===== config.mk =====
export PLATFORM = sky130hd
export DESIGN_NAME = nv_ram_rwsp_rd_fifo_ctrl
export DESIGN_NICKNAME = d
export VERILOG_FILES = /design/src/rtl/nv_ram_rwsp_rd_fifo_pkg.sv /design/src/rtl/nv_ram_rwsp_rd_fifo_ptr.sv /design/src/rtl/nv_ram_rwsp_rd_fifo_ctrl.sv
export SDC_FILE = /design/constraint.sdc
export NUM_CORES = 1
export LEC_CHECK = 0
export BUFFER_PORTS_ARGS = -buffer_cell sky130_fd_sc_hd__buf_2
export CORE_MARGIN = 3
export CORE_UTILIZATION = 35
export DETAILED_ROUTE_END_ITERATION = 10
export PLACE_DENSITY = 0.7
export SYNTH_ARGS = -nofsm -noshare
export SYNTH_HDL_FRONTEND = slang
export SYNTH_SLANG_ARGS = --single-unit

===== constraint.sdc =====
create_clock -name clk -period 3.45 [get_ports clk]
set_input_delay 0.345 -clock clk [delete_from_list [all_inputs] [get_ports clk]]
set_output_delay 0.345 -clock clk [all_outputs]
set_load 0.05 [all_outputs]

===== src/rtl/nv_ram_rwsp_rd_fifo_pkg.sv =====
// ---------------------------------------------------------------------------
// nv_ram_rwsp_rd_fifo_pkg
// Shared defaults for the RAM-backed read-staged FIFO controller family.
// Different DEPTH variants reuse this package. They override the top-level
// parameters and share the wrap-increment helper.
// ---------------------------------------------------------------------------
package nv_ram_rwsp_rd_fifo_pkg;

  localparam int unsigned DEF_DEPTH = 80;  // RAM entries
  localparam int unsigned DEF_WIDTH = 14;  // payload width
  localparam int unsigned DEF_AW    = 7;   // ceil(log2(DEF_DEPTH))
  localparam int unsigned DEF_CW    = 7;   // holds 0..DEF_DEPTH+1

  // Increment a pointer and wrap it to zero after 'last'.
  // The arguments are 16 bits wide so that every variant can share one
  // function. Callers size the result back to their own address width.
  function automatic logic [15:0] ptr_inc(input logic [15:0] p,
                                          input logic [15:0] last);
    logic [15:0] nxt;
    if (p == last) begin
      nxt = '0;
    end else begin
      nxt = p + 16'd1;
    end
    return nxt;
  endfunction

endpackage


===== src/rtl/nv_ram_rwsp_rd_fifo_ptr.sv =====
// ---------------------------------------------------------------------------
// nv_ram_rwsp_rd_fifo_ptr
// Modulo-DEPTH pointer with an enable. The counter runs 0..DEPTH-1 and wraps
// from DEPTH-1 back to 0.
// Ports:
//   clk    in   sole clock
//   reset  in   synchronous, active-high; forces the pointer to 0
//   en     in   advance the pointer by one this cycle
//   ptr    out  current pointer value
// ---------------------------------------------------------------------------
module nv_ram_rwsp_rd_fifo_ptr
  import nv_ram_rwsp_rd_fifo_pkg::*;
#(
  parameter int unsigned DEPTH = DEF_DEPTH,
  parameter int unsigned AW    = DEF_AW
) (
  input  logic          clk,
  input  logic          reset,
  input  logic          en,
  output logic [AW-1:0] ptr
);

  logic [AW-1:0] ptr_q;
  logic [AW-1:0] ptr_d;

  always_comb begin
    ptr_d = ptr_q;
    if (en) begin
      ptr_d = AW'(ptr_inc(16'(ptr_q), 16'(DEPTH - 1)));
    end
  end

  always_ff @(posedge clk) begin
    if (reset) begin
      ptr_q <= '0;
    end else begin
      ptr_q <= ptr_d;
    end
  end

  assign ptr = ptr_q;

endmodule


===== src/rtl/nv_ram_rwsp_rd_fifo_ctrl.sv =====
// ---------------------------------------------------------------------------
// nv_ram_rwsp_rd_fifo_ctrl
// Valid/ready FIFO controller for an external RAM that has one write port and
// one read port. The RAM read path has two registered stages: the address is
// captured on ram_re and the data is captured on ram_ore. The RAM output
// register is also the FIFO output stage, so the FIFO holds DEPTH+1 items.
// Ports:
//   clk, reset          sole clock; synchronous active-high reset
//   wr_pvld/prdy/pd     upstream valid/ready/payload
//   rd_pvld/prdy/pd     downstream valid/ready/payload (rd_pd = ram_dout)
//   count               items held (RAM slots in use + output stage)
//   ram_we/wa/di        RAM write port (ram_di = wr_pd)
//   ram_re/ra           RAM read-address capture enable / read address
//   ram_ore             RAM output-register capture enable
//   ram_dout            RAM registered read data
//   pwrbus_ram_pd       RAM power-down bus, passed through unchanged
//   ram_pwrbus_ram_pd   RAM power-down bus output
// ---------------------------------------------------------------------------
module nv_ram_rwsp_rd_fifo_ctrl
  import nv_ram_rwsp_rd_fifo_pkg::*;
#(
  parameter int unsigned DEPTH = DEF_DEPTH,
  parameter int unsigned WIDTH = DEF_WIDTH,
  parameter int unsigned AW    = DEF_AW,
  parameter int unsigned CW    = DEF_CW
) (
  input  logic             clk,
  input  logic             reset,
  input  logic             wr_pvld,
  output logic             wr_prdy,
  input  logic [WIDTH-1:0] wr_pd,
  output logic             rd_pvld,
  input  logic             rd_prdy,
  output logic [WIDTH-1:0] rd_pd,
  output logic [CW-1:0]    count,
  output logic             ram_we,
  output logic [AW-1:0]    ram_wa,
  output logic [WIDTH-1:0] ram_di,
  output logic             ram_re,
  output logic [AW-1:0]    ram_ra,
  output logic             ram_ore,
  input  logic [WIDTH-1:0] ram_dout,
  input  logic [31:0]      pwrbus_ram_pd,
  output logic [31:0]      ram_pwrbus_ram_pd
);

  // used  : RAM slots allocated. A slot is freed only when the output
  //         register captures its data.
  // avail : written entries whose read has not yet been issued.
  logic [CW-1:0] used_q,  used_d;
  logic [CW-1:0] avail_q, avail_d;
  logic          s1_vld_q, s1_vld_d;
  logic          s2_vld_q, s2_vld_d;

  logic          wr_acc;
  logic          adv2;
  logic          rd_issue;
  logic [AW-1:0] wp;
  logic [AW-1:0] rp;

  // Every enable is gated by reset. The registers only clear at the next
  // edge, so without the gate the RAM could see activity during reset.
  assign wr_prdy  = !reset && (used_q < CW'(DEPTH));
  assign wr_acc   = wr_pvld && wr_prdy;
  assign adv2     = !reset && s1_vld_q && (!s2_vld_q || rd_prdy);
  assign rd_issue = !reset && (avail_q != '0) && (!s1_vld_q || adv2);

  always_comb begin
    used_d = used_q;
    unique case ({wr_acc, adv2})
      2'b10:   used_d = used_q + CW'(1);
      2'b01:   used_d = used_q - CW'(1);
      default: used_d = used_q;
    endcase
  end

  always_comb begin
    avail_d = avail_q;
    unique case ({wr_acc, rd_issue})
      2'b10:   avail_d = avail_q + CW'(1);
      2'b01:   avail_d = avail_q - CW'(1);
      default: avail_d = avail_q;
    endcase
  end

  always_comb begin
    s1_vld_d = rd_issue || (s1_vld_q && !adv2);
    s2_vld_d = adv2 || (s2_vld_q && !rd_prdy);
  end

  always_ff @(posedge clk) begin
    if (reset) begin
      used_q   <= '0;
      avail_q  <= '0;
      s1_vld_q <= 1'b0;
      s2_vld_q <= 1'b0;
    end else begin
      used_q   <= used_d;
      avail_q  <= avail_d;
      s1_vld_q <= s1_vld_d;
      s2_vld_q <= s2_vld_d;
    end
  end

  nv_ram_rwsp_rd_fifo_ptr #(
    .DEPTH (DEPTH),
    .AW    (AW)
  ) u_wr_ptr (
    .clk   (clk),
    .reset (reset),
    .en    (wr_acc),
    .ptr   (wp)
  );

  nv_ram_rwsp_rd_fifo_ptr #(
    .DEPTH (DEPTH),
    .AW    (AW)
  ) u_rd_ptr (
    .clk   (clk),
    .reset (reset),
    .en    (rd_issue),
    .ptr   (rp)
  );

  assign ram_we  = wr_acc;
  assign ram_wa  = wp;
  assign ram_di  = wr_pd;
  assign ram_re  = rd_issue;
  assign ram_ra  = rp;
  assign ram_ore = adv2;

  assign rd_pvld = !reset && s2_vld_q;
  assign rd_pd   = ram_dout;
  assign count   = reset ? '0 : (used_q + CW'(s2_vld_q));

  assign ram_pwrbus_ram_pd = pwrbus_ram_pd;

endmodule


Yosys cells after proc, flatten, opt, wreduce, memory -nomap -nowiden. Index checks and enable logic that the tools add are counted.

Register bits after elaboration: 30. Input bits: 64. Word-level logic and storage cells: 46.

Equal/unequal tests: 6. Multiplexer cells: 5. Reduce and logical (&&, ||, !) cells: 21. Add/subtract/negate cells: 7. $lt $le $gt $ge: 1.

Operator list (number): $add A7 B1 Y7 const B (4); $pmux W7 S2 (2); $mux W7 (3); $eq A7 B7 Y1 const B (2); $sub A7 B1 Y7 const B (2); $logic_and A1 B1 Y1 (9); $add A7 B1 Y7 (1); $lt A7 B7 Y1 const B (1); $reduce_bool A7 Y1 (1); $logic_not A1 Y1 (5); $eq A2 B1 Y1 const B (2); $eq A2 B2 Y1 const B (2); $logic_or A1 B1 Y1 (4); $reduce_bool A2 Y1 (2).

Logic depth before layout (Yosys ltp).
Depth after elaboration: 7. Gate-level depth with buffers: 10. Mapped depth without buffers: 9.

Modules after synthesis. From an unflattened synthesis, not the netlist that was laid out.

Cells, all modules: 290. Area total of the unflattened synthesis: 2373.5 µm².

By module, submodules not included: nv_ram_rwsp_rd_fifo_ctrl (area each 1725.4 µm², cells an instance 218, sequential area each 320.3 µm², times used 1); nv_ram_rwsp_rd_fifo_ptr (area each 324.1 µm², cells an instance 36, sequential area each 140.1 µm², times used 2).

Least setup slack after synthesis. OpenSTA, ideal clock, no wires.

Kind: in2reg. From: input port reset. To: register used_q[6]. Arrival: 3609 ps. Stages on the path: 10. Required time: 3329 ps. Setup time: 121 ps. Path slack: -279 ps. Cell sequence: buf_2 -> buf_2 -> nor3b_1 -> ha_1 -> inv_1 -> fa_1 -> nor2b_1 -> o2111ai_1 -> o211ai_1 -> mux2_2.

Longest elaborated chain between the ends: 5. Elaborated cells on any way between the ends: 9. Those cells by class: eq/ne: 2; mux: 1; reduce/logical: 6.

Ends and longest elaborated chain: from (decl) (line nv_ram_rwsp_rd_fifo_ctrl.sv:28) `input logic reset,`; $logic_not A1 Y1 * (line nv_ram_rwsp_rd_fifo_ctrl.sv:65) `assign adv2 = !reset && s1_vld_q && (!s2_vld_q || rd_prdy);`; $logic_and A1 B1 Y1 * (2 in a row) (line nv_ram_rwsp_rd_fifo_ctrl.sv:65); net ram_ore (line nv_ram_rwsp_rd_fifo_ctrl.sv:41) `output logic ram_ore,`; $eq A2 B1 Y1 / $eq A2 B2 Y1 (equally long branches) (line nv_ram_rwsp_rd_fifo_ctrl.sv:70) `unique case ({wr_acc, adv2})`; $pmux W7 S2 / $reduce_bool A2 Y1 (equally long branches); to (signal assigned) (line nv_ram_rwsp_rd_fifo_ctrl.sv:98) `used_q <= used_d;`; to (decl) (line nv_ram_rwsp_rd_fifo_ctrl.sv:50) `logic [CW-1:0] used_q, used_d;`.

Mark *: on every way through the listed nets, which the timed path passes. The rest lies on a longest branch. A chain may end at the register's enable or synchronous reset.

Final worst setup path.
From: register s1_vld_q. To: register avail_q[6].

Longest elaborated chain between the ends: 6. Elaborated cells on any way between the ends: 9. Those cells by class: eq/ne: 2; mux: 1; reduce/logical: 6.

Ends and longest elaborated chain: from (decl) (line nv_ram_rwsp_rd_fifo_ctrl.sv:52) `logic s1_vld_q, s1_vld_d;`; from (signal assigned) (line nv_ram_rwsp_rd_fifo_ctrl.sv:100) `s1_vld_q <= s1_vld_d;`; $logic_and A1 B1 Y1 (2 in a row) (line nv_ram_rwsp_rd_fifo_ctrl.sv:65); $logic_or A1 B1 Y1 * (line nv_ram_rwsp_rd_fifo_ctrl.sv:66) `assign rd_issue = !reset && (avail_q != '0) && (!s1_vld_q || adv2);`; $logic_and A1 B1 Y1 * (line nv_ram_rwsp_rd_fifo_ctrl.sv:66); $eq A2 B1 Y1 / $eq A2 B2 Y1 (equally long branches) (line nv_ram_rwsp_rd_fifo_ctrl.sv:79) `unique case ({wr_acc, rd_issue})`; $pmux W7 S2 / $reduce_bool A2 Y1 (equally long branches); to (signal assigned) (line nv_ram_rwsp_rd_fifo_ctrl.sv:99) `avail_q <= avail_d;`; to (decl) (line nv_ram_rwsp_rd_fifo_ctrl.sv:51) `logic [CW-1:0] avail_q, avail_d;`.

Mark *: on every way between the ends. The rest lies on a longest branch, timed or not.

==> reports/qor.csv <==
stage,metric,value,unit
run,drv_cap,0,
synthesis,yosys.area.top_type_share,23.8,%
placement,place_inst,356,
clock_tree,cts-root-buf,clkbuf_8,
clock_tree,clk_pin_slew,0.07,ns
synthesis,synth_edf_count,0,
layout,num-fill-cells,737,
synthesis,syn_area_per_cell,8.45,um2
power,powerDensity,677,nW/um2
floorplan,dieArea,8280,um2
timing,setup-tns-final,0,ns
synthesis,ys_types,55,
clock_tree,htreeDepth,2,
worst_setup_path,slowest_stage,a211oi_2,
clock_tree,clockBufferDepth,2,
power,comb_power_share,48.2,%
timing,fmax,337,MHz
worst_setup_path,start_kind,register,
detailed_routing,drc_errors,0,
floorplan,io_pins,150,
grt,grt_overflow,0,
floorplan,coreArea,6910,um2
synthesis,yosys.area.top_type,dfxtp_1,
detailed_routing,finalWirelength,4740,um
synthesis,synthArstFlopShare,0,%
worst_setup_path,slowest_delay,0.46,ns
grt,grt_pass1_vias,1788,
detailed_routing,dr.pass1.iters,4,
worst_setup_path,crit_path_cell_trace,"and3b_1, a211oi_2, ha_1, inv_1, fa_1, nor2b_1, o2111ai_1, o211ai_1, mux2_2",
min_path,whs_endpoint,s2_vld_q,
timing,period_share,86.0,%
power,p_switching,0.000721,W
synthesis,netlist_instances,299,
worst_setup_path,ff2ff_path_depth,9,
synthesis,synthesis.area,2530,um2
layout,antenna_cells,0,
synthesis,ys_seq_area_share,23.8,%
min_path,hold_start,rd_prdy,
grt,grt_max_degree,18,
power,p_int,0.000921,W
grt,antenna_found_initial,0,
clock_tree,hold_buffers,0,
detailed_routing,wl_per_cell,13.0,um
timing,finalHoldViolations,0,
placement,post-dp-hpwl,3620,um
detailed_routing,vias,1838,
min_path,holdCritPathClass,input pin to register,
synthesis,synth_warnings,0,
min_path,hold_depth,4,
timing,fin_crit,2.97,ns
layout,nNetsFinal,349,
placement,io_buffers,29,
layout,multi_input_area,1400,um2
run_status,status,completed,
clock_tree,cts_tree,done,
detailed_routing,viasPerCell,5.05,
floorplan,die-width,91.0,um
synthesis,ys_ff_latch,30,
synthesis,synth_most_common_cell,buf_4,
floorplan,rows,30,
timing,slew_violations,0,
floorplan,die_y,91.0,um
timing,worstMarginPinSlew,0.530,ns
worst_setup_path,crit_path_end_kind,register,
detailed_routing,drtAntennaViolNets,0,
worst_setup_path,required,3.62,ns
timing,finClkSkew,0.00840,ns
grt,grt_pass1_wl,8110,um
worst_setup_path,criticalPathCategory,register to register,
detailed_routing,drt_iter0_markers,79,
power,p_sw_share,43.9,%
placement,gp_congestion,0.822,
worst_setup_path,arrival,3.13,ns
power,peakVddDrop,0.000205,V
synthesis,dominantRegCellSynth,dfxtp_1,
worst_setup_path,r2r_end,avail_q[6],
clock_tree,numClockSinks,30,
power,p_leak,1.05,nW
power,p_seq_share,30.4,%
worst_setup_path,reg2reg_from,s1_vld_q,
worst_setup_path,r2r_slack,0.48,ns
layout,drive_gt1_share,20.9,%
layout,syn2layout_area_growth,-4.06,%
timing,setup_violations,0,
synthesis,synth_area_leaders,"dfxtp_1, buf_4, ha_1",
clock_tree,cts.repair.resized,0,
floorplan,start_util,36.6,%
clock_tree,insertion_delay,0.28,ns
clock_tree,post_cts_buffers,0,
grt,track_usage,11.5,%
layout,finalNonFillerCells,364,
layout,regArea,601,um2
timing,max_slew_margin,64.6,%
power,clockPowerShare,21.4,%
clock_tree,numCtsBuffers,5,
synthesis,syn_nets,381,
worst_setup_path,cp_max_fo,9,
synthesis,synth_commonest_cells,"buf_4, dfxtp_1, nor2_1",
timing,rsz0062_at_grt,false,
## metrics by stage
stage | worst slack, ns | instance area, um2 | utilization [%] | total power (W) | hold WS (ns)
2_1_floorplan | 0.163 | 2530 | - | 0.00133 | 0.468
3_3_place_gp | 0.483 | 2320 | 33.5 | 0.00129 | 0.495
3_5_place_dp | 0.407 | 2320 | 33.5 | 0.00130 | 0.507
4_1_cts | 0.504 | 2420 | 35.1 | 0.00165 | 0.397
5_1_grt | 0.325 | 2420 | 35.1 | 0.00177 | 0.413
6_report | 0.485 | 2420 | 35.1 | 0.00164 | 0.397
## registers in the layout (all words and copies together) (netlist names)
register	flops
s1_vld_q	1
used_q	7
avail_q	7
s2_vld_q	1
u_wr_ptr.ptr	7
u_rd_ptr.ptr	7
## layout by cell type, fill, tap and decap left out, drive strengths merged, types with 4 or more instances in the layout
master,netlist,layout
clkbuf,2,5
buf,68,31
nor2b,12,12
inv,9,9
dfxtp,30,30
a31oi,4,4
nor3b,4,4
ha,16,16
and3,4,4
o21ai,5,5
nand2,11,11
nor3,6,6
nor2,30,30
xor2,12,12
a21oi,15,15
a21o,4,4
o21a,4,4
nand3,10,10
nor4b,4,4
## metal layers
layer | GRT usage (%) | vias up | routed length, um
li1 | - | 927 | -
met2 | 18.9 | 35 | 2210
met3 | 3.56 | 21 | 277
met1 | 13.9 | 855 | 2130
met5 | 0 | - | 0
met4 | 4.90 | 0 | 126
## final cells by class
| class | count | share of cell area [%] |
|---|---|---|
| timing repair buffer | 31 | 6.60 |
| clock buffer | 5 | 2.84 |
| inverter | 9 | 1.39 |
| tap | 96 | 4.95 |
| sequential | 30 | 24.8 |
| multi-input combinational | 190 | 57.8 |
| clock inverter | 3 | 1.65 |
## power groups by stage
stage	Clock [W]	Combinational (W)	Sequential, W
after floorplan	0	0.000812	0.000523
after global placement	0	0.000785	0.000502
after detailed placement	0	0.000794	0.000506
after CTS	0.000360	0.000796	0.000499
after global routing	0.000375	0.000883	0.000510
final	0.000351	0.000792	0.000498
## worst max-delay path, delay by kind of cell (launching register included)
| family | cells | cell delay, ns |
|---|---|---|
| buffers and inverters | 1 | 0.11 |
| and+or+nand+nor | 2 | 0.51 |
| muxes | 1 | 0.36 |
| DFF | 1 | 0.33 |
| adders and majority gates | 2 | 0.83 |
| AOI/OAI and AO/OA | 3 | 0.71 |
## logic make-up (layout without fill, tap and decap cells)
| family | count (synthesis) | after routing | synth area share [%] |
|---|---|---|---|
| compound gates | 51 | 51 | 15.6 |
| mux | 4 | 4 | 1.68 |
| buf+inv | 79 | 48 | 21.0 |
| flops | 30 | 30 | 23.8 |
| fa+ha+maj | 18 | 18 | 9.50 |
| xor+xnor | 15 | 15 | 5.20 |
| simple gates | 102 | 102 | 23.3 |
## worst max-delay path by stage
stage / start / cells past startpoint / end
floorplan: rd_prdy / 9 / avail_q[6]
global placement: rd_prdy / 10 / avail_q[6]
detailed placement: rd_prdy / 10 / avail_q[6]
CTS: s1_vld_q / 9 / avail_q[6]
global route: s1_vld_q / 9 / avail_q[6]
finish: s1_vld_q / 9 / avail_q[6]
Power figures use the tool's default switching activity.
